### config.mk
export PLATFORM = sky130hd
export DESIGN_NAME = alarm_clock_ctrl_flat
export DESIGN_NICKNAME = d
export VERILOG_FILES = /design/src/rtl/alarm_clock_pkg.sv /design/src/rtl/alarm_clock_ctrl_if.sv /design/src/rtl/alarm_clock_ctrl_bcd_hm_adjust.sv /design/src/rtl/alarm_clock_ctrl.sv /design/src/flat_wrapper.sv
export SDC_FILE = /design/constraint.sdc
export NUM_CORES = 1
export LEC_CHECK = 0
export BUFFER_PORTS_ARGS = -buffer_cell sky130_fd_sc_hd__buf_2
export CAP_MARGIN = 20
export CORE_ASPECT_RATIO = 0.5
export CORE_MARGIN = 1.5
export CORE_UTILIZATION = 55
export DETAILED_ROUTE_END_ITERATION = 8
export PLACE_DENSITY = 0.89
export SETUP_SLACK_MARGIN = 0.3
export SYNTH_ARGS = -nofsm -noshare
export SYNTH_HDL_FRONTEND = slang
export SYNTH_SLANG_ARGS = --single-unit
export TNS_END_PERCENT = 30
### constraint.sdc
create_clock -name clk -period 2.72 [get_ports clk]
set_clock_uncertainty 0.1 [all_clocks]
set_input_delay 0.272 -clock clk [delete_from_list [all_inputs] [get_ports clk]]
set_output_delay 0.272 -clock clk [all_outputs]
set_load 0.005 [all_outputs]
### src/rtl/alarm_clock_pkg.sv
// Shared constants and types for the alarm clock mode controller.
// Holds the state encoding, BCD digit limits and the hour:minute setpoint layout.
package alarm_clock_pkg;

    localparam int unsigned STATE_W = 2;
    localparam logic [STATE_W-1:0] CLOCK     = 2'd0;
    localparam logic [STATE_W-1:0] SET_TIME  = 2'd1;
    localparam logic [STATE_W-1:0] SET_ALARM = 2'd2;
    localparam logic [STATE_W-1:0] RINGING   = 2'd3;

    localparam int unsigned MIN_T_MAX      = 5;
    localparam int unsigned HR_T_MAX       = 2;
    localparam int unsigned HR_U_MAX_AT_20 = 3;

    localparam int unsigned RING_TICKS_DEF = 60;
    localparam int unsigned RING_CNT_W     = 6;

    // Adjust pulse vector bit positions
    localparam int unsigned PULSE_W     = 4;
    localparam int unsigned P_UP_MIN    = 3;
    localparam int unsigned P_DOWN_MIN  = 2;
    localparam int unsigned P_UP_HOUR   = 1;
    localparam int unsigned P_DOWN_HOUR = 0;

    typedef struct packed {
        logic [1:0] hr_t;
        logic [3:0] hr_u;
        logic [2:0] min_t;
        logic [3:0] min_u;
    } hm_t;

endpackage

### src/rtl/alarm_clock_ctrl_if.sv
// Button, tick and live-time inputs plus the control/setpoint outputs of the mode controller.
// master = debouncer/time-counter side, slave = the controller.
interface alarm_clock_ctrl_if;
    logic       tick_1hz;
    logic       btn_c;
    logic       btn_l;
    logic       btn_r;
    logic       btn_u;
    logic       btn_d;
    logic [3:0] sec_u;
    logic [2:0] sec_t;
    logic [3:0] min_u;
    logic [2:0] min_t;
    logic [3:0] hr_u;
    logic [1:0] hr_t;

    logic       cnt_en;
    logic       c_up_min;
    logic       c_down_min;
    logic       c_up_hour;
    logic       c_down_hour;
    logic [3:0] al_min_u;
    logic [2:0] al_min_t;
    logic [3:0] al_hr_u;
    logic [1:0] al_hr_t;
    logic [1:0] mode;
    logic       sel_hour;
    logic       armed;
    logic       buzzer;

    modport master (
        output tick_1hz, btn_c, btn_l, btn_r, btn_u, btn_d,
               sec_u, sec_t, min_u, min_t, hr_u, hr_t,
        input  cnt_en, c_up_min, c_down_min, c_up_hour, c_down_hour,
               al_min_u, al_min_t, al_hr_u, al_hr_t, mode, sel_hour, armed, buzzer
    );

    modport slave (
        input  tick_1hz, btn_c, btn_l, btn_r, btn_u, btn_d,
               sec_u, sec_t, min_u, min_t, hr_u, hr_t,
        output cnt_en, c_up_min, c_down_min, c_up_hour, c_down_hour,
               al_min_u, al_min_t, al_hr_u, al_hr_t, mode, sel_hour, armed, buzzer
    );
endinterface

### src/rtl/alarm_clock_ctrl_bcd_hm_adjust.sv
// Combinational BCD hour:minute stepper; minutes wrap 59<->00 without touching hours,
// hours wrap 23<->00. Never produces an invalid BCD value from a valid input.
module bcd_hm_adjust
    import alarm_clock_pkg::*;
(
    input  hm_t  cur,
    input  logic up,
    input  logic down,
    input  logic sel_hour,
    output hm_t  nxt
);

    always_comb begin
        nxt = cur;
        if (up && !sel_hour) begin
            if (cur.min_u == 4'd9) begin
                nxt.min_u = 4'd0;
                nxt.min_t = (cur.min_t == 3'(MIN_T_MAX)) ? 3'd0 : cur.min_t + 3'd1;
            end else begin
                nxt.min_u = cur.min_u + 4'd1;
            end
        end else if (down && !sel_hour) begin
            if (cur.min_u == 4'd0) begin
                nxt.min_u = 4'd9;
                nxt.min_t = (cur.min_t == 3'd0) ? 3'(MIN_T_MAX) : cur.min_t - 3'd1;
            end else begin
                nxt.min_u = cur.min_u - 4'd1;
            end
        end else if (up && sel_hour) begin
            if (cur.hr_t == 2'(HR_T_MAX) && cur.hr_u == 4'(HR_U_MAX_AT_20)) begin
                nxt.hr_t = 2'd0;
                nxt.hr_u = 4'd0;
            end else if (cur.hr_u == 4'd9) begin
                nxt.hr_u = 4'd0;
                nxt.hr_t = cur.hr_t + 2'd1;
            end else begin
                nxt.hr_u = cur.hr_u + 4'd1;
            end
        end else if (down && sel_hour) begin
            if (cur.hr_t == 2'd0 && cur.hr_u == 4'd0) begin
                nxt.hr_t = 2'(HR_T_MAX);
                nxt.hr_u = 4'(HR_U_MAX_AT_20);
            end else if (cur.hr_u == 4'd0) begin
                nxt.hr_u = 4'd9;
                nxt.hr_t = cur.hr_t - 2'd1;
            end else begin
                nxt.hr_u = cur.hr_u - 4'd1;
            end
        end
    end

endmodule

### src/rtl/alarm_clock_ctrl.sv
// Alarm clock mode controller: button FSM, time-counter enable/adjust pulses,
// alarm setpoint register, alarm match detection and ring sequencing.
module alarm_clock_ctrl
    import alarm_clock_pkg::*;
#(
    parameter int unsigned RING_TICKS = RING_TICKS_DEF
) (
    input  logic clk,
    input  logic reset,
    alarm_clock_ctrl_if.slave bus
);

    logic [STATE_W-1:0]    state_q, state_n;
    logic                  sel_q, sel_n;
    logic                  armed_q, armed_n;
    logic [PULSE_W-1:0]    pulse_q, pulse_n;
    logic [RING_CNT_W-1:0] ring_q, ring_n, ring_inc;
    hm_t                   al_q, al_n;
    logic                  al_up, al_dn;
    logic                  match_c, match_q, match_rise, last_tick, any_btn;

    bcd_hm_adjust u_al_adjust (
        .cur      (al_q),
        .up       (al_up),
        .down     (al_dn),
        .sel_hour (sel_q),
        .nxt      (al_n)
    );

    assign match_c = armed_q
                  && ({bus.hr_t, bus.hr_u, bus.min_t, bus.min_u} == al_q)
                  && (bus.sec_t == 3'd0) && (bus.sec_u == 4'd0);
    assign match_rise = match_c && !match_q;
    assign ring_inc   = ring_q + RING_CNT_W'(1);
    assign last_tick  = bus.tick_1hz && (ring_inc == RING_CNT_W'(RING_TICKS));
    assign any_btn    = bus.btn_c | bus.btn_l | bus.btn_r | bus.btn_u | bus.btn_d;

    // Next-state logic; the if/else order is the button priority c > l > r > u > d
    always_comb begin
        state_n = state_q;
        sel_n   = sel_q;
        armed_n = armed_q;
        pulse_n = '0;
        ring_n  = ring_q;
        al_up   = 1'b0;
        al_dn   = 1'b0;
        case (state_q)
            CLOCK: begin
                if (match_rise) begin
                    state_n = RINGING;
                    ring_n  = '0;
                end else if (bus.btn_c) begin
                    state_n = SET_TIME;
                    sel_n   = 1'b0;
                end else if (!bus.btn_l && !bus.btn_r && bus.btn_u) begin
                    armed_n = !armed_q;
                end
            end
            SET_TIME: begin
                if (bus.btn_c) begin
                    state_n = SET_ALARM;
                    sel_n   = 1'b0;
                end else if (bus.btn_l) begin
                    sel_n = 1'b1;
                end else if (bus.btn_r) begin
                    sel_n = 1'b0;
                end else if (bus.btn_u) begin
                    if (sel_q) pulse_n[P_UP_HOUR] = 1'b1;
                    else       pulse_n[P_UP_MIN]  = 1'b1;
                end else if (bus.btn_d) begin
                    if (sel_q) pulse_n[P_DOWN_HOUR] = 1'b1;
                    else       pulse_n[P_DOWN_MIN]  = 1'b1;
                end
            end
            SET_ALARM: begin
                if (bus.btn_c) begin
                    state_n = CLOCK;
                    armed_n = 1'b1;
                end else if (bus.btn_l) begin
                    sel_n = 1'b1;
                end else if (bus.btn_r) begin
                    sel_n = 1'b0;
                end else if (bus.btn_u) begin
                    al_up = 1'b1;
                end else if (bus.btn_d) begin
                    al_dn = 1'b1;
                end
            end
            RINGING: begin
                if (any_btn || last_tick) begin
                    state_n = CLOCK;
                end else if (bus.tick_1hz) begin
                    ring_n = ring_inc;
                end
            end
            default: state_n = CLOCK;
        endcase
    end

    always_ff @(posedge clk) begin
        if (!reset) begin
            state_q <= CLOCK;
            sel_q   <= 1'b0;
            armed_q <= 1'b0;
            pulse_q <= '0;
            ring_q  <= '0;
            al_q    <= '0;
            match_q <= 1'b0;
        end else begin
            state_q <= state_n;
            sel_q   <= sel_n;
            armed_q <= armed_n;
            pulse_q <= pulse_n;
            ring_q  <= ring_n;
            al_q    <= al_n;
            match_q <= match_c;
        end
    end

    assign bus.cnt_en      = (state_q != SET_TIME) && bus.tick_1hz;
    assign bus.buzzer      = (state_q == RINGING);
    assign bus.mode        = state_q;
    assign bus.sel_hour    = sel_q;
    assign bus.armed       = armed_q;
    assign bus.c_up_min    = pulse_q[P_UP_MIN];
    assign bus.c_down_min  = pulse_q[P_DOWN_MIN];
    assign bus.c_up_hour   = pulse_q[P_UP_HOUR];
    assign bus.c_down_hour = pulse_q[P_DOWN_HOUR];
    assign bus.al_hr_t     = al_q.hr_t;
    assign bus.al_hr_u     = al_q.hr_u;
    assign bus.al_min_t    = al_q.min_t;
    assign bus.al_min_u    = al_q.min_u;

endmodule

### src/flat_wrapper.sv
// flat-port wrapper written by rule: the top's interface ports become plain ports
module alarm_clock_ctrl_flat import alarm_clock_pkg::*;
#(
    parameter int unsigned RING_TICKS = RING_TICKS_DEF
)
  (clk, reset, bus_tick_1hz, bus_btn_c, bus_btn_l, bus_btn_r, bus_btn_u, bus_btn_d, bus_sec_u, bus_sec_t, bus_min_u, bus_min_t, bus_hr_u, bus_hr_t, bus_cnt_en, bus_c_up_min, bus_c_down_min, bus_c_up_hour, bus_c_down_hour, bus_al_min_u, bus_al_min_t, bus_al_hr_u, bus_al_hr_t, bus_mode, bus_sel_hour, bus_armed, bus_buzzer);
  alarm_clock_ctrl_if bus_i ();
  input  logic clk;
  input  logic reset;
  input wire logic [$bits(bus_i.tick_1hz)-1:0] bus_tick_1hz;
  input wire logic [$bits(bus_i.btn_c)-1:0] bus_btn_c;
  input wire logic [$bits(bus_i.btn_l)-1:0] bus_btn_l;
  input wire logic [$bits(bus_i.btn_r)-1:0] bus_btn_r;
  input wire logic [$bits(bus_i.btn_u)-1:0] bus_btn_u;
  input wire logic [$bits(bus_i.btn_d)-1:0] bus_btn_d;
  input wire logic [$bits(bus_i.sec_u)-1:0] bus_sec_u;
  input wire logic [$bits(bus_i.sec_t)-1:0] bus_sec_t;
  input wire logic [$bits(bus_i.min_u)-1:0] bus_min_u;
  input wire logic [$bits(bus_i.min_t)-1:0] bus_min_t;
  input wire logic [$bits(bus_i.hr_u)-1:0] bus_hr_u;
  input wire logic [$bits(bus_i.hr_t)-1:0] bus_hr_t;
  output wire logic [$bits(bus_i.cnt_en)-1:0] bus_cnt_en;
  output wire logic [$bits(bus_i.c_up_min)-1:0] bus_c_up_min;
  output wire logic [$bits(bus_i.c_down_min)-1:0] bus_c_down_min;
  output wire logic [$bits(bus_i.c_up_hour)-1:0] bus_c_up_hour;
  output wire logic [$bits(bus_i.c_down_hour)-1:0] bus_c_down_hour;
  output wire logic [$bits(bus_i.al_min_u)-1:0] bus_al_min_u;
  output wire logic [$bits(bus_i.al_min_t)-1:0] bus_al_min_t;
  output wire logic [$bits(bus_i.al_hr_u)-1:0] bus_al_hr_u;
  output wire logic [$bits(bus_i.al_hr_t)-1:0] bus_al_hr_t;
  output wire logic [$bits(bus_i.mode)-1:0] bus_mode;
  output wire logic [$bits(bus_i.sel_hour)-1:0] bus_sel_hour;
  output wire logic [$bits(bus_i.armed)-1:0] bus_armed;
  output wire logic [$bits(bus_i.buzzer)-1:0] bus_buzzer;
  assign bus_i.tick_1hz = bus_tick_1hz;
  assign bus_i.btn_c = bus_btn_c;
  assign bus_i.btn_l = bus_btn_l;
  assign bus_i.btn_r = bus_btn_r;
  assign bus_i.btn_u = bus_btn_u;
  assign bus_i.btn_d = bus_btn_d;
  assign bus_i.sec_u = bus_sec_u;
  assign bus_i.sec_t = bus_sec_t;
  assign bus_i.min_u = bus_min_u;
  assign bus_i.min_t = bus_min_t;
  assign bus_i.hr_u = bus_hr_u;
  assign bus_i.hr_t = bus_hr_t;
  assign bus_cnt_en = bus_i.cnt_en;
  assign bus_c_up_min = bus_i.c_up_min;
  assign bus_c_down_min = bus_i.c_down_min;
  assign bus_c_up_hour = bus_i.c_up_hour;
  assign bus_c_down_hour = bus_i.c_down_hour;
  assign bus_al_min_u = bus_i.al_min_u;
  assign bus_al_min_t = bus_i.al_min_t;
  assign bus_al_hr_u = bus_i.al_hr_u;
  assign bus_al_hr_t = bus_i.al_hr_t;
  assign bus_mode = bus_i.mode;
  assign bus_sel_hour = bus_i.sel_hour;
  assign bus_armed = bus_i.armed;
  assign bus_buzzer = bus_i.buzzer;
  alarm_clock_ctrl #(.RING_TICKS(RING_TICKS)) u_core (.clk(clk), .reset(reset), .bus(bus_i));
endmodule
## Yosys cells after proc, flatten, opt, wreduce, memory -nomap -nowiden

Index checks and enable logic that the tools add are counted.

| storage, ports and cells | value |
|---|---|
| bits in registers | 28 |
| bits of input ports | 28 |
| output and inout port bits | 23 |
| logic and storage cells | 149 |

| operators by class | value |
|---|---|
| $add $sub $neg | 9 |
| equality and inequality tests | 25 |
| multiplexer cells | 51 |
| bitwise gates (word level) | 10 |
| reduce and logical (&&, ||, !) cells | 43 |

Operators by type and width:

| cell | count |
|---|---|
| $mux 6 | 7 |
| $mux 1 | 23 |
| $mux 4 | 4 |
| $ne 2x2->1 const B | 8 |
| $logic_and 1x1->1 | 14 |
| $mux 2 | 7 |
| $mux 7 | 2 |
| $eq 13x13->1 | 1 |
| $logic_not 4->1 | 3 |
| $mux 3 | 4 |
| $pmux 6 s2 | 1 |
| $reduce_and 4->1 | 3 |
| $ne 2x1->1 const B | 5 |
| $reduce_and 5->1 | 2 |
| $reduce_bool 2->1 | 5 |
| $add 4x1->4 const B | 2 |
| $eq 4x4->1 const B | 2 |
| $pmux 2 s4 | 1 |
| $sub 4x1->4 const B | 2 |
| $reduce_or 7->1 | 1 |
| $add 6x1->6 const B | 1 |
| $eq 2x2->1 const B | 3 |
| $eq 6x6->1 const B | 1 |
| $logic_not 3->1 | 2 |
| other kinds (19) | 34 |

## Logic depth before layout (Yosys ltp)

Gate-level depths: netlist of the first run.

| logic depth | value |
|---|---|
| depth in word-level cells | 9 |
| mapped depth | 10 |
| mapped depth without buffers | 7 |

## By module

A second synthesis of the first run with hierarchy kept.

| unflattened totals | value |
|---|---|
| cell total of the unflattened synthesis | 268 |
| area total of the unflattened synthesis | 2163.3 µm² |

Modules (own cells, without submodules):

| module | times used | cells each | area each (µm²) | sequential area each (µm²) |
|---|---|---|---|---|
| alarm_clock_ctrl | 1 | 157 | 1417.6 | 560.5 |
| bcd_hm_adjust | 1 | 111 | 745.7 | 0.0 |

## Least setup slack after synthesis of the first run

Ideal clock, no wire load.

| timing path | value |
|---|---|
| path type | register to register |
| from | register u_core.state_q[0] (netlist: u_core.bus.mode[0]) |
| to | register u_core.al_q, in the netlist u_core.bus.al_min_t[1] |
| setup time | 0.138 ns |
| data arrival time | 1.976 ns |
| required time | 2.482 ns |
| slack | 0.506 ns |
| cell stages (with the launch flop) | 10 |
| path buffers | 2 |
| clock period less this slack | 2.214 ns |
| path through | dfxtp_1 -> inv_1 -> ha_1 -> clkbuf_2 -> and4bb_1 -> buf_6 -> a211o_1 -> a221oi_4 -> nand2b_1 -> a41oi_2 |

| between the ends | value |
|---|---|
| longest elaborated chain between the ends | 5 |
| elaborated cells on any way between the ends | 10 |
| classes of those cells | 2 x eq/ne; 3 x mux; 5 x reduce/logical |

RTL lines:

| element | RTL line | source |
|---|---|---|
| start, declared | alarm_clock_ctrl.sv:13 | `logic [STATE_W-1:0] state_q, state_n;` |
| start signal, assigned | alarm_clock_ctrl.sv:110 | `state_q <= state_n;` |
| $eq 2x2->1 (*) | alarm_clock_ctrl.sv:47 | `case (state_q)` |
| $mux 1 | alarm_clock_ctrl.sv:47 |  |
| $logic_and 1x1->1 (on tied branches) | alarm_clock_ctrl_bcd_hm_adjust.sv:15, alarm_clock_ctrl_bcd_hm_adjust.sv:22 |  |
| $ne 2x1->1 (no line) or $reduce_bool 2->1 (tied branches) | - |  |
| $reduce_and 3->1 (no line) | - |  |
| end signal, assigned | alarm_clock_ctrl.sv:115 | `al_q <= al_n;` |
| end, declared | alarm_clock_ctrl.sv:18 | `hm_t al_q, al_n;` |

Mark *: on every way between the ends. The rest lies on a longest branch, timed or not.
A chain may end at the register's enable or synchronous reset.

## Worst setup path after layout of the first run

| timing path | value |
|---|---|
| from | register u_core.armed_q (netlist: u_core.bus.armed) |
| to | register u_core.state_q[0] (netlist: u_core.bus.mode[0]) |

| between the ends | value |
|---|---|
| longest elaborated chain between the ends | 6 |
| elaborated cells on any way between the ends | 8 |
| classes of those cells | 1 x eq/ne; 2 x mux; 5 x reduce/logical |

RTL lines:

| element | RTL line | source |
|---|---|---|
| start, declared | alarm_clock_ctrl.sv:15 | `logic armed_q, armed_n;` |
| start signal, assigned | alarm_clock_ctrl.sv:112 | `armed_q <= armed_n;` |
| $logic_and 1x1->1 (*) | alarm_clock_ctrl.sv:31 | `&& ({bus.hr_t, bus.hr_u, bus.min_t, bus.min_u} == al_q)` |
| $logic_and 1x1->1 (*) (2 in series) | alarm_clock_ctrl.sv:32 | `&& (bus.sec_t == 3'd0) && (bus.sec_u == 4'd0);` |
| $logic_and 1x1->1 (*) | alarm_clock_ctrl.sv:33 | `assign match_rise = match_c && !match_q;` |
| $ne 3x2->1 (no line) or $mux 2 (tied branches) | - |  |
| $reduce_and 4->1 (no line) or $pmux 2 s4 (tied branches) | - |  |

Marks and branches as above.

==> results list, run 1 <==
* Gr usage total: 26.1%
* Transition time at the pin with the least slew margin: 0.739 ns
- Clock tree synthesis inserted a total of 3 buffers.
* Pin count of the biggest net entering global routing: 20
- Setup violations remaining at the end of the flow were counted as 0.
* Cell at the root of the clock tree: sky130_fd_sc_hd__clkbuf_8
- Number of warnings reported in the yosys synthesis log: 0
* Worst Path Max Fanout: 4
- Summing over every cut layer, the via total after detailed routing is 2330.
* Status: finished clean
- P_sw: 0.000272 W
- Quantity of I/O buffers inserted on ports: 50
* Overflow left after global routing: 0
- In this run the number of H-tree levels came out at 1.
- The final hold violation count was 0.
- Of the available clock period, the critical path in the final layout requires 85.4%.
* Synthesized-area fraction occupied by xor and xnor cells: 6.19%
- TritonCTS built the clock tree.
- Measured against its own limit, the worst slew margin works out to 50.6%.
* Main area contributors after synthesis: sky130_fd_sc_hd__dfxtp_1 25%, sky130_fd_sc_hd__ha_1 7.7%, sky130_fd_sc_hd__nand2_1 4.5%, sky130_fd_sc_hd__xor2_1 3.5%, sky130_fd_sc_hd__a21oi_1 3.1%
- Total die area: 4530 sq um
- STA classifies the critical path endpoint as a flip-flop.
- Placed cell count: 371
- The floorplan has 16 rows.
- Seq cells post-synth: 28
- Final net count: 364
- Summed over all cells, the static leakage comes to 1.06 nW.
* Power density over the cells: 377 nW/um^2
- Setup slack on the critical path of the routed design comes to 0.398 ns.
- Number of unique standard cell types used by synthesis: 63
- The worst setup path is launched from a flip-flop.
- Max Root-Sink Buffers: 2
* Signal arrival time at the worst endpoint: 2.44 ns
- The floorplan step set the die height to 48.4 microns.
* Wire length of the first global-routing pass: 9470 microns
- Max-slew violation total from the final report: 0
- The first detailed-routing pass took 4 iterations.
- Hold buffers post-CTS: 0
- Switch share: 27.8%
- Required time worst endpoint: 2.83 ns
- In the synthesized netlist the async set-or-reset flop fraction comes to 0%.
- Relative area change from synthesis to final layout: 14.6%
- Post-detail-place hpwl: 4380 microns
- Clock network fraction of design power: 34.3%
- Compound-Gate Fraction of Synth Area: 22.9%
- The synthesized design contains 0 enable-type register cells.
* Sequential group share of total power: 44.9%
- After synthesis, the largest area contributor takes up 24.8% of total cell area.
- Antenna Cells: 0
- 51 I/O pins were placed.
- Setup total negative slack: 0 ns
- Synthesized-area fraction occupied by and/or/nand/nor cells: 30.3%
- The initial antenna violation count is 0.
* Clock insertion delay at the later pin of the skew report: 0.29 ns
* Total core area: 3920 sq um
- The congestion estimate from routability-driven global placement came to 0.870.
* Main combinational cell family by area after synthesis: simple AND/OR/NAND/NOR gates
- Worst slack at placement: 0.312 ns
- The initial utilization of the core area, before any placement, comes to 57.7%.
- Counting instances in the post-synthesis netlist gives the leading cell types as 28 x sky130_fd_sc_hd__dfxtp_1, 27 x sky130_fd_sc_hd__nand2_1, 16 x sky130_fd_sc_hd__nor2_1.
- Category of the most critical setup path: flip-flop to flip-flop
- For this design, the sink count on the clock tree is 28.
- Vias per inst: 6.21
* Die X-Extent: 93.7 microns
* Area of the mapped netlist: 2260 sq um
* Peak supply drop: 0.232 mV
- Clock-pin slew was measured on the worst setup and hold paths at 0.10 ns.
* Routed WL: 5880 microns
- The most common cell in the synthesized netlist is sky130_fd_sc_hd__dfxtp_1.
- Maximum operating frequency: 431 MHz
- In this run the remaining antenna-violating nets after routing total 0.
- The via count of the first global-routing pass came to 2030.
- Sequential cell area fraction in the yosys report: 24.8%
- Post-Synth Adder-Cell Area: 8.23%
* Routed WL per cell: 15.7 microns
* Number of buffers inserted to repair setup after CTS: 0
* Worst hold slack: 0.188 ns
* Tightest Hold Check Type: primary input to flip-flop
* Fin cells: 375
* Drt first-iter violations: 138
- Maximum capacitance violations: 0
- Post-synthesis mux area share: 2.21%
- Post-synthesis net count: 322
- The most used flip-flop cell after synthesis is sky130_fd_sc_hd__dfxtp_1.
* Count of mapped cells out of synthesis: 280
* Post-synthesis area per instance: 8.09 sq um
- DRC Markers: 0
- Fin crit period: 2.32 ns
- Part of the power in combinational logic: 20.8%
- Internal power comes to 0.000706 W.
* Setup repair after global routing missed its margin: no
* Synth area leader: sky130_fd_sc_hd__dfxtp_1
* Proportion of layout cells with a drive suffix above 1: 23.1%
## state kept, by name, indices dropped and copies added (netlist names)
| register | count |
|---|---|
| u_core.ring_q | 6 |
| u_core.bus.mode | 2 |
| u_core.bus.al_min_u | 4 |
| u_core.bus.sel_hour | 1 |
| u_core.pulse_q | 4 |
| u_core.bus.al_min_t | 3 |
| u_core.bus.armed | 1 |
| u_core.bus.al_hr_t | 2 |
| u_core.match_q | 1 |
| u_core.bus.al_hr_u | 4 |
## placed cells by master, fill, tap and decap left out, types with 5 or more instances in the layout
cell type / count
sky130_fd_sc_hd__a211oi_1: 6
sky130_fd_sc_hd__a21oi_1: 14
sky130_fd_sc_hd__and2_1: 6
sky130_fd_sc_hd__buf_2: 50
sky130_fd_sc_hd__dfxtp_1: 27
sky130_fd_sc_hd__ha_1: 13
sky130_fd_sc_hd__inv_1: 14
sky130_fd_sc_hd__mux2i_1: 5
sky130_fd_sc_hd__nand2_1: 27
sky130_fd_sc_hd__nand3_1: 8
sky130_fd_sc_hd__nand4_1: 5
sky130_fd_sc_hd__nor2_1: 16
sky130_fd_sc_hd__nor3_1: 10
sky130_fd_sc_hd__nor4_1: 8
sky130_fd_sc_hd__o211ai_1: 6
sky130_fd_sc_hd__o21ai_0: 6
sky130_fd_sc_hd__xnor2_1: 7
sky130_fd_sc_hd__xor2_1: 9
## metal layers
layer	vias to the layer above	share of wire, %	global-route usage [%]
li1	1119	-	-
met1	1093	43	33.2
met2	103	48	44.3
met3	15	7.6	7.08
met4	0	1.2	6.22
met5	-	0	0
## cell families after synthesis
family          count (synthesis)
simple gates                  120
compound gates                 68
buf+inv                        28
flops                          28
xor+xnor                       16
fa+ha+maj                      15
mux                             5
## critical path, cell delays in order, from the launching register on
cell	delay, ns
sky130_fd_sc_hd__dfxtp_1	0.38
sky130_fd_sc_hd__nor4b_1	0.32
sky130_fd_sc_hd__nor4bb_1	0.50
sky130_fd_sc_hd__nand4_1	0.33
sky130_fd_sc_hd__a211oi_2	0.39
sky130_fd_sc_hd__mux2i_1	0.23
## what timing repair did
item | 4_1_cts | 5_1_grt
resized for setup | 1 | 2
pin swaps | 0 | 1
setup endpoints to repair | 2 | 6
## layout make-up
cell class / count / area, sq um
multi-input cells: 224 / 1590
fillers: 336 / 1330
clock buffers: 3 / 41.3
repair buffers: 51 / 258
clock inverters: 1 / 30.0
inverters: 14 / 52.6
flip-flops and latches: 28 / 562
well taps: 54 / 67.6
## final timing paths
check	cells after the start	to	from	slack, ns
min	3	u_core.pulse_q[0]$_SDFF_PP0_	bus_btn_d	0.19
max reg2reg	5	u_core.bus.mode[0]$_SDFFE_PN0P_	u_core.bus.armed$_SDFFE_PN0P_	0.40
min reg2reg	2	u_core.ring_q[5]$_SDFFE_PN0P_	u_core.ring_q[5]$_SDFFE_PN0P_	0.40
max	5	u_core.bus.mode[0]$_SDFFE_PN0P_	u_core.bus.armed$_SDFFE_PN0P_	0.40
## power groups by stage
stage                     Clock, W  Combinational [W]  Sequential (W)
after floorplan                  0           0.000125        0.000443
after global placement           0           0.000190        0.000443
after detailed placement         0           0.000199        0.000447
after CTS                 0.000338           0.000200        0.000437
after global routing      0.000367           0.000220        0.000441
final                     0.000335           0.000204        0.000439
## metrics by stage
| step | area, sq um | power (W) | utilization [%] |
|---|---|---|---|
| 3_3_place_gp | 2520 | 0.000634 | 64.3 |
| 5_1_grt | 2600 | 0.00103 | 66.2 |
| 6_report | 2600 | 0.000978 | 66.2 |
| 4_1_cts | 2590 | 0.000975 | 66.1 |
| 2_1_floorplan | 2260 | 0.000569 | - |
| 3_5_place_dp | 2520 | 0.000646 | 64.3 |
No activity file was read; power rests on OpenSTA's default activity.
==> run 2: changes to the inputs <==
--- a/config.mk
+++ b/config.mk
@@ -12,6 +12,7 @@
 export CORE_UTILIZATION = 55
 export DETAILED_ROUTE_END_ITERATION = 8
 export PLACE_DENSITY = 0.89
+export RECOVER_POWER = 100
 export SETUP_SLACK_MARGIN = 0.3
 export SYNTH_ARGS = -nofsm -noshare
 export SYNTH_HDL_FRONTEND = slang
==> results list, run 2 (same netlist as run 1, synthesis figures left out) <==
- Status: finished clean
- Signal arrival time at the worst endpoint: 2.53 ns
* Max Root-Sink Buffers: 2
- Relative area change from synthesis to final layout: 13.4%
- Commonest cells after routing, fill and taps aside: 41 x sky130_fd_sc_hd__buf_2, 28 x sky130_fd_sc_hd__dfxtp_1, 27 x sky130_fd_sc_hd__nand2_1, 16 x sky130_fd_sc_hd__nor2_1
- Setup violations remaining at the end of the flow were counted as 0.
- H-Tree Depth: 1
- In this run the count of I/O pins placed on the die edge is 51.
- The die is 93.7 microns wide.
- The detailed router put a total of 2490 microns of wire on met1.
- In this run the remaining antenna-violating nets after routing total 0.
- Proportion of layout cells with a drive suffix above 1: 19.0%
- Gr usage total: 26.1%
- Setup total negative slack: 0 ns
- Total core area: 3920 sq um
- Final design instance area without fill: 2570 sq um
- Of the available clock period, the critical path in the final layout requires 88.6%.
- TritonCTS buffer count: 3
- 0 antenna diodes ended up in the layout.
* Number of global-route vias before repair: 2030
- In this run, the number of DRC markers left after iteration 0 of detailed routing was 140.
- The first global-routing pass estimated 9470 microns of wire.
* Flip-flop count of the largest register, all copies and words added: 6
- The initial utilization of the core area, before any placement, comes to 57.7%.
- The min-delay analysis places its worst path in the category primary input to flip-flop.
- The initial antenna violation count is 0.
* Clock slew at reported path FFs: 0.10 ns
* Cell at the root of the clock tree: sky130_fd_sc_hd__clkbuf_8
* Final net count: 364
- Row generation in the floorplan step produced 16 rows.
- The final hold violation count came to 0.
- Final hold analysis gives a worst-case slack of 0.193 ns.
- Met2 wire length: 2780 microns
* Setup repair after global routing missed its margin: no
- TritonCTS clock tree: built
* Fin crit period: 2.41 ns
- For this design, the CTS-stage hold fixing added 0 buffers.
* Routed WL per cell: 15.6 microns
- At the pin with the least slew margin, the transition time is 0.699 ns.
* Routed WL: 5860 microns
- The count of buffers added on input and output ports is 50.
- Total clock sinks: 28
- Once the clock tree was built, the setup fixing pass inserted 0 buffers.
- Maximum operating frequency: 415 MHz
* DRC Markers: 0
* Power density over the cells: 377 nW/um^2
* Pin count of the biggest net entering global routing: 20
- Worst Path Max Fanout: 4
- Final core area utilization: 65.5%
- Final GP Congestion: 0.870
- The final number of max-transition violations came to 0.
- Top Metal Used: met4
- Instance area at placement: 2520 sq um
- Vias per inst: 6.23
* Overflow left after global routing: 0
- Leakage power of the design: 1.02 nW
- From bottom edge to top edge, the die measures 48.4 microns.
- Maximum capacitance violations: 0
- VDD sags by at most 0.232 mV.
- The library cell used most frequently in the layout, excluding fill and tap cells, is sky130_fd_sc_hd__buf_2.
- The die covers 4530 sq um.
- Setup crit end kind: flip-flop
- More flip-flops sit in one register than any other, and that register is u_core.ring_q.
- DR WL met3: 472 microns
- Category of the most critical setup path: flip-flop to flip-flop
* Post-detail-place hpwl: 4380 microns
- At the worst endpoint, the required time is 2.84 ns.
- The worst setup path is launched from a flip-flop.
* Detailed-route via count: 2336
* Detailed-router iteration count before antenna repair: 5
* Worst slew margin relative to its limit: 53.4%
- The later pin in the worst-skew pair is clocked with a latency of 0.28 ns.
[run 2: report_power, final]
| group | switching, W | total [W] | internal [W] |
|---|---|---|---|
| sequential | 0.0000169 | 0.000437 | 0.000420 |
| clock | 0.000136 | 0.000334 | 0.000197 |
| combinational | 0.000116 | 0.000199 | 0.0000822 |
| total | 0.000270 | 0.000970 | 0.000700 |
[run 2: worst max-delay path: stages (launching register included)]
cell	delay, ns
sky130_fd_sc_hd__dfxtp_1	0.38
sky130_fd_sc_hd__nor4b_1	0.31
sky130_fd_sc_hd__nor4bb_1	0.50
sky130_fd_sc_hd__nand4_1	0.31
sky130_fd_sc_hd__a211oi_1	0.51
sky130_fd_sc_hd__mux2i_1	0.24
[run 2: area by class of cell]
cell class | instances | area, sq um
flip-flops and latches | 28 | 561
multi-input cells | 224 | 1570
clock buffers | 3 | 41.3
inverters | 14 | 52.6
fillers | 348 | 1360
repair buffers | 51 | 246
well taps | 54 | 67.6
clock inverters | 1 | 30.0
[run 2: per-layer routing]
metal,vias up,global-route usage [%]
met1,1094,33.2
met2,104,44.3
met4,0,6.22
met3,23,7.08
li1,1115,-
met5,-,0
[run 2: what timing repair did]
action / 4_1_cts / 5_1_grt
gates resized for setup: 1 / 2
endpoints found under the hold margin: 0 / 0
setup endpoints to repair: 2 / 6
pin swaps: 0 / 1
[run 2: stage by stage]
| step | total power, W | setup WS, ns | instances |
|---|---|---|---|
| 6_report | 0.000970 | 0.310 | 375 |
| 5_1_grt | 0.00102 | 0.178 | 375 |
| 4_1_cts | 0.000975 | 0.315 | 375 |
| 3_5_place_dp | 0.000646 | 0.312 | 371 |
| 3_3_place_gp | 0.000634 | 0.461 | 371 |
| 2_1_floorplan | 0.000569 | 0.506 | 280 |
[run 2: path summary, 6_finish.rpt]
check                                              startpoint                              end  slack [ns]  cells after the start
worst max-delay path            u_core.bus.armed$_SDFFE_PN0P_  u_core.bus.mode[0]$_SDFFE_PN0P_        0.31                      5
worst min-delay path                                bus_btn_d     u_core.pulse_q[0]$_SDFF_PP0_        0.19                      3
worst max register to register  u_core.bus.armed$_SDFFE_PN0P_  u_core.bus.mode[0]$_SDFFE_PN0P_        0.31                      5
worst min register to register  u_core.ring_q[5]$_SDFFE_PN0P_    u_core.ring_q[5]$_SDFFE_PN0P_        0.40                      2
==> run 3: changes to the inputs <==
--- a/config.mk
+++ b/config.mk
@@ -5,13 +5,14 @@
 export SDC_FILE = /design/constraint.sdc
 export NUM_CORES = 1
 export LEC_CHECK = 0
+export ABC_AREA = 1
 export BUFFER_PORTS_ARGS = -buffer_cell sky130_fd_sc_hd__buf_2
 export CAP_MARGIN = 20
 export CORE_ASPECT_RATIO = 0.5
 export CORE_MARGIN = 1.5
-export CORE_UTILIZATION = 55
+export CORE_UTILIZATION = 54
 export DETAILED_ROUTE_END_ITERATION = 8
-export PLACE_DENSITY = 0.89
+export PLACE_DENSITY = 0.88
 export RECOVER_POWER = 100
 export SETUP_SLACK_MARGIN = 0.3
 export SYNTH_ARGS = -nofsm -noshare
==> results list, run 3 <==
- TritonCTS buffer count: 3
* Post-Synth Adder-Cell Area: 8.15%
- The smallest clock period supported by the final layout is computed as 2.26 ns.
* Maximum capacitance violations: 0
- 51 I/O pins were placed.
- Setup total negative slack: 0 ns
* Most used flip-flop cell after synthesis: sky130_fd_sc_hd__dfxtp_1
- Start of the worst register-to-register path: u_core.bus.mode[0]$_SDFFE_PN0P_
- Synthesis produced a netlist with a net count of 381.
* Antenna Cells: 0
* Proportion of layout cells with a drive suffix above 1: 13.8%
- Number of global-route vias before repair: 2048
* Most common cell after layout, fill and taps aside: sky130_fd_sc_hd__nand2_1
- Total clock sinks: 28
- The final layout contains 433 nets.
- Setup repair after global routing missed its margin: no
- In the routed layout, each cell is associated on average with a via count of 5.32.
* Overflow left after global routing: 0
- Standard-cell rows: 15
- At the worst endpoint, the required time is 2.83 ns.
* Number of gates resized after cts: 0
* Number of unique standard cell types used by synthesis: 34
- Total die area: 4390 sq um
- On the final layout, the worst hold slack is 0.222 ns.
- Yosys mapped a number of flops with a built-in enable equal to 0.
- Maximum operating frequency: 442 MHz
- Clock slew at reported path FFs: 0.11 ns
- Measured along the y axis, the die boundary spans 47.6 microns.
- Yosys printed 0 warnings.
- Hold Fails Final Rpt: 0
- Data on the critical path arrives at its endpoint at 2.37 ns.
* Post-synthesis area per instance: 6.34 sq um
- Final GP Congestion: 0.933
- Pin count of the biggest net entering global routing: 20
- Dividing the detail-routed wire length by the instance count gives 12.6 microns.
- Ranked by total cell area, the synthesized netlist is headed by sky130_fd_sc_hd__dfxtp_1 26%, sky130_fd_sc_hd__nand2_1 14%, sky130_fd_sc_hd__inv_1 8.2%, sky130_fd_sc_hd__ha_1 8.1%, sky130_fd_sc_hd__nor2_1 7.7%.
- Cell with the most instances after synthesis: sky130_fd_sc_hd__nand2_1
* Quantity of I/O buffers inserted on ports: 50
- The startpoint identified for the worst hold timing path is bus_btn_u.
- Post-detail-place hpwl: 4230 microns
- After synthesis the cells add up to 2150 sq um.
- Antenna violations before repair: 0
- After synthesis the netlist holds a flip-flop and latch count of 28.
* Relative area change from synthesis to final layout: 14.6%
* Setup crit start: u_core.bus.mode[0]$_SDFFE_PN0P_
- Headroom to the max-slew limit came out at 58.7%.
- Buffers added to address setup during post-CTS repair amount to 0.
- The routed design has 5580 microns of wire.
- Count of mapped cells out of synthesis: 339
* Flip-flop count of the largest register, all copies and words added: 6
* Starting density of the core: 59.3%
* TritonCTS clock tree: built
- Peak supply drop: 0.223 mV
- CTS built an H-tree with a depth of 1.
* Cell at the root of the clock tree: sky130_fd_sc_hd__clkbuf_8
- The later pin in the worst-skew pair is clocked with a latency of 0.28 ns.
- The analysis attributes to cell leakage a power of 1.19 nW.
- Counting along the longest clock path gives a buffer depth of 2.
* Most common library cells after synthesis: 80 x sky130_fd_sc_hd__nand2_1, 47 x sky130_fd_sc_hd__inv_1, 44 x sky130_fd_sc_hd__nor2_1
- Sequential cell area fraction in the yosys report: 26.1%
* Reg with most FFs: u_core.ring_q
* Gr usage total: 25.6%
* Async S/R FF share, synth: 0%
* Number of setup violations in the final report: 0
- For the pin with the worst max-slew slack, the measured transition is 0.615 ns.
- Worst Path Max Fanout: 7
- Status: finished clean
* Wire length of the first global-routing pass: 8820 microns
* Design Power: 0.00127 W
* Setup crit end kind: flip-flop
* Hold buffers post-CTS: 0
- After detailed routing, the number of remaining DRC violations is 0.
- The detail route stage leaves a number of antenna-violating nets equal to 0.
* Die X-Extent: 92.2 microns
* Tightest Hold Check Type: primary input to flip-flop
- Total core area: 3620 sq um
- Synth top area share: 26.1%
* Detailed-route via count: 2347
* Compound-Gate Fraction of Synth Area: 16.2%
- Setup slack on the worst reg-to-reg path comes out at 0.46 ns.
* Final core area utilization: 68.0%
- In this run the power density over the cells is 516 nW/um^2.
* Portion of the clock cycle consumed by the worst path in the final layout: 83.1%
- Main combinational cell family by area after synthesis: simple AND/OR/NAND/NOR gates
- After the first detailed-routing iteration, the DRC count stood at 138.
- The worst setup path is launched from a flip-flop.
- The first detailed-routing pass ran for 5 iterations.
* Commonest cells after routing, fill and taps aside: 82 x sky130_fd_sc_hd__nand2_1, 48 x sky130_fd_sc_hd__inv_1, 46 x sky130_fd_sc_hd__nor2_1, 36 x sky130_fd_sc_hd__buf_2, 28 x sky130_fd_sc_hd__dfxtp_1
- Max-slew violation total from the final report: 0
* Synthesized-area fraction occupied by xor and xnor cells: 3.26%
* Post-synthesis mux area share: 0.466%
- Category of the most critical setup path: flip-flop to flip-flop
- Synth area leader: sky130_fd_sc_hd__dfxtp_1
- Synthesized-area fraction occupied by and/or/nand/nor cells: 35.9%
## run 3: changes by cell type in the layout (fill, tap and decap cells not counted), moves of 6 or more
| cell | change |
|---|---|
| sky130_fd_sc_hd__a211oi_1 | -6 |
| sky130_fd_sc_hd__a21oi_1 | +8 |
| sky130_fd_sc_hd__and2_1 | -6 |
| sky130_fd_sc_hd__inv_1 | +34 |
| sky130_fd_sc_hd__nand2_1 | +55 |
| sky130_fd_sc_hd__nand3_1 | +14 |
| sky130_fd_sc_hd__nand4_1 | +6 |
| sky130_fd_sc_hd__nor2_1 | +30 |
| sky130_fd_sc_hd__nor3_1 | -8 |
| sky130_fd_sc_hd__nor4_1 | -8 |
| sky130_fd_sc_hd__o211ai_1 | -6 |
| sky130_fd_sc_hd__o21ai_0 | +18 |
## run 3: path summary, 6_finish.rpt
path,to,depth (start not counted)
hold / removal,u_core.pulse_q[0]$_SDFF_PP0_,4
setup / recovery,u_core.bus.al_hr_t[1]$_SDFFE_PN0P_,10
setup reg to reg,u_core.bus.al_hr_t[1]$_SDFFE_PN0P_,10
hold reg to reg,u_core.ring_q[5]$_SDFFE_PN0P_,2
## run 3: kinds of logic after synthesis
kind of cell / Yosys count
XOR/XNOR: 8
flip-flops: 28
adder cells (fa/ha/maj): 14
AND/OR/NAND/NOR: 172
AO/OA/AOI/OAI: 61
buffers and inverters: 55
multiplexers: 1
## run 3: metal layers
layer,global-route usage [%],part of all wire (%),vias up
met4,8.92,0.48,0
met5,0,0,-
li1,-,-,1199
met1,31.1,45,1064
met2,48.1,49,78
met3,5.08,5.1,6
## run 3: through the flow
stage / cell area, sq um / setup slack [ns] / cells
global placement: 2440 / 0.832 / 437
global route: 2460 / 0.227 / 441
CTS: 2510 / 0.660 / 441
finish: 2460 / 0.460 / 441
detailed placement: 2440 / 0.701 / 437
floorplan: 2150 / 0.971 / 339
## run 3: layout make-up
class                           count  area [sq um]
Tap cell                           51          63.8
Clock buffer                        3          41.3
Fill cell                         338          1160
Multi-Input combinational cell    256          1340
Clock inverter                      1          30.0
Sequential cell                    28           561
Inverter                           52           195
Timing Repair Buffer               50           233
## run 3: worst max-delay path, cell delays in order, from the launching register on
cell and delay (ns):
sky130_fd_sc_hd__dfxtp_1 0.37, sky130_fd_sc_hd__inv_1 0.12, sky130_fd_sc_hd__ha_1 0.28, sky130_fd_sc_hd__nand2_1 0.15, sky130_fd_sc_hd__nor2_4 0.18, sky130_fd_sc_hd__nand2_1 0.20, sky130_fd_sc_hd__nor2_1 0.25, sky130_fd_sc_hd__nand2_1 0.14
sky130_fd_sc_hd__nand3_2 0.14, sky130_fd_sc_hd__o21ai_0 0.09, sky130_fd_sc_hd__a21oi_1 0.17
## run 3: power by group
group	total (W)	switching, W	internal, W
clock	0.000344	0.000146	0.000197
sequential	0.000485	0.0000453	0.000439
combinational	0.000442	0.000299	0.000144
total	0.00127	0.000490	0.000781
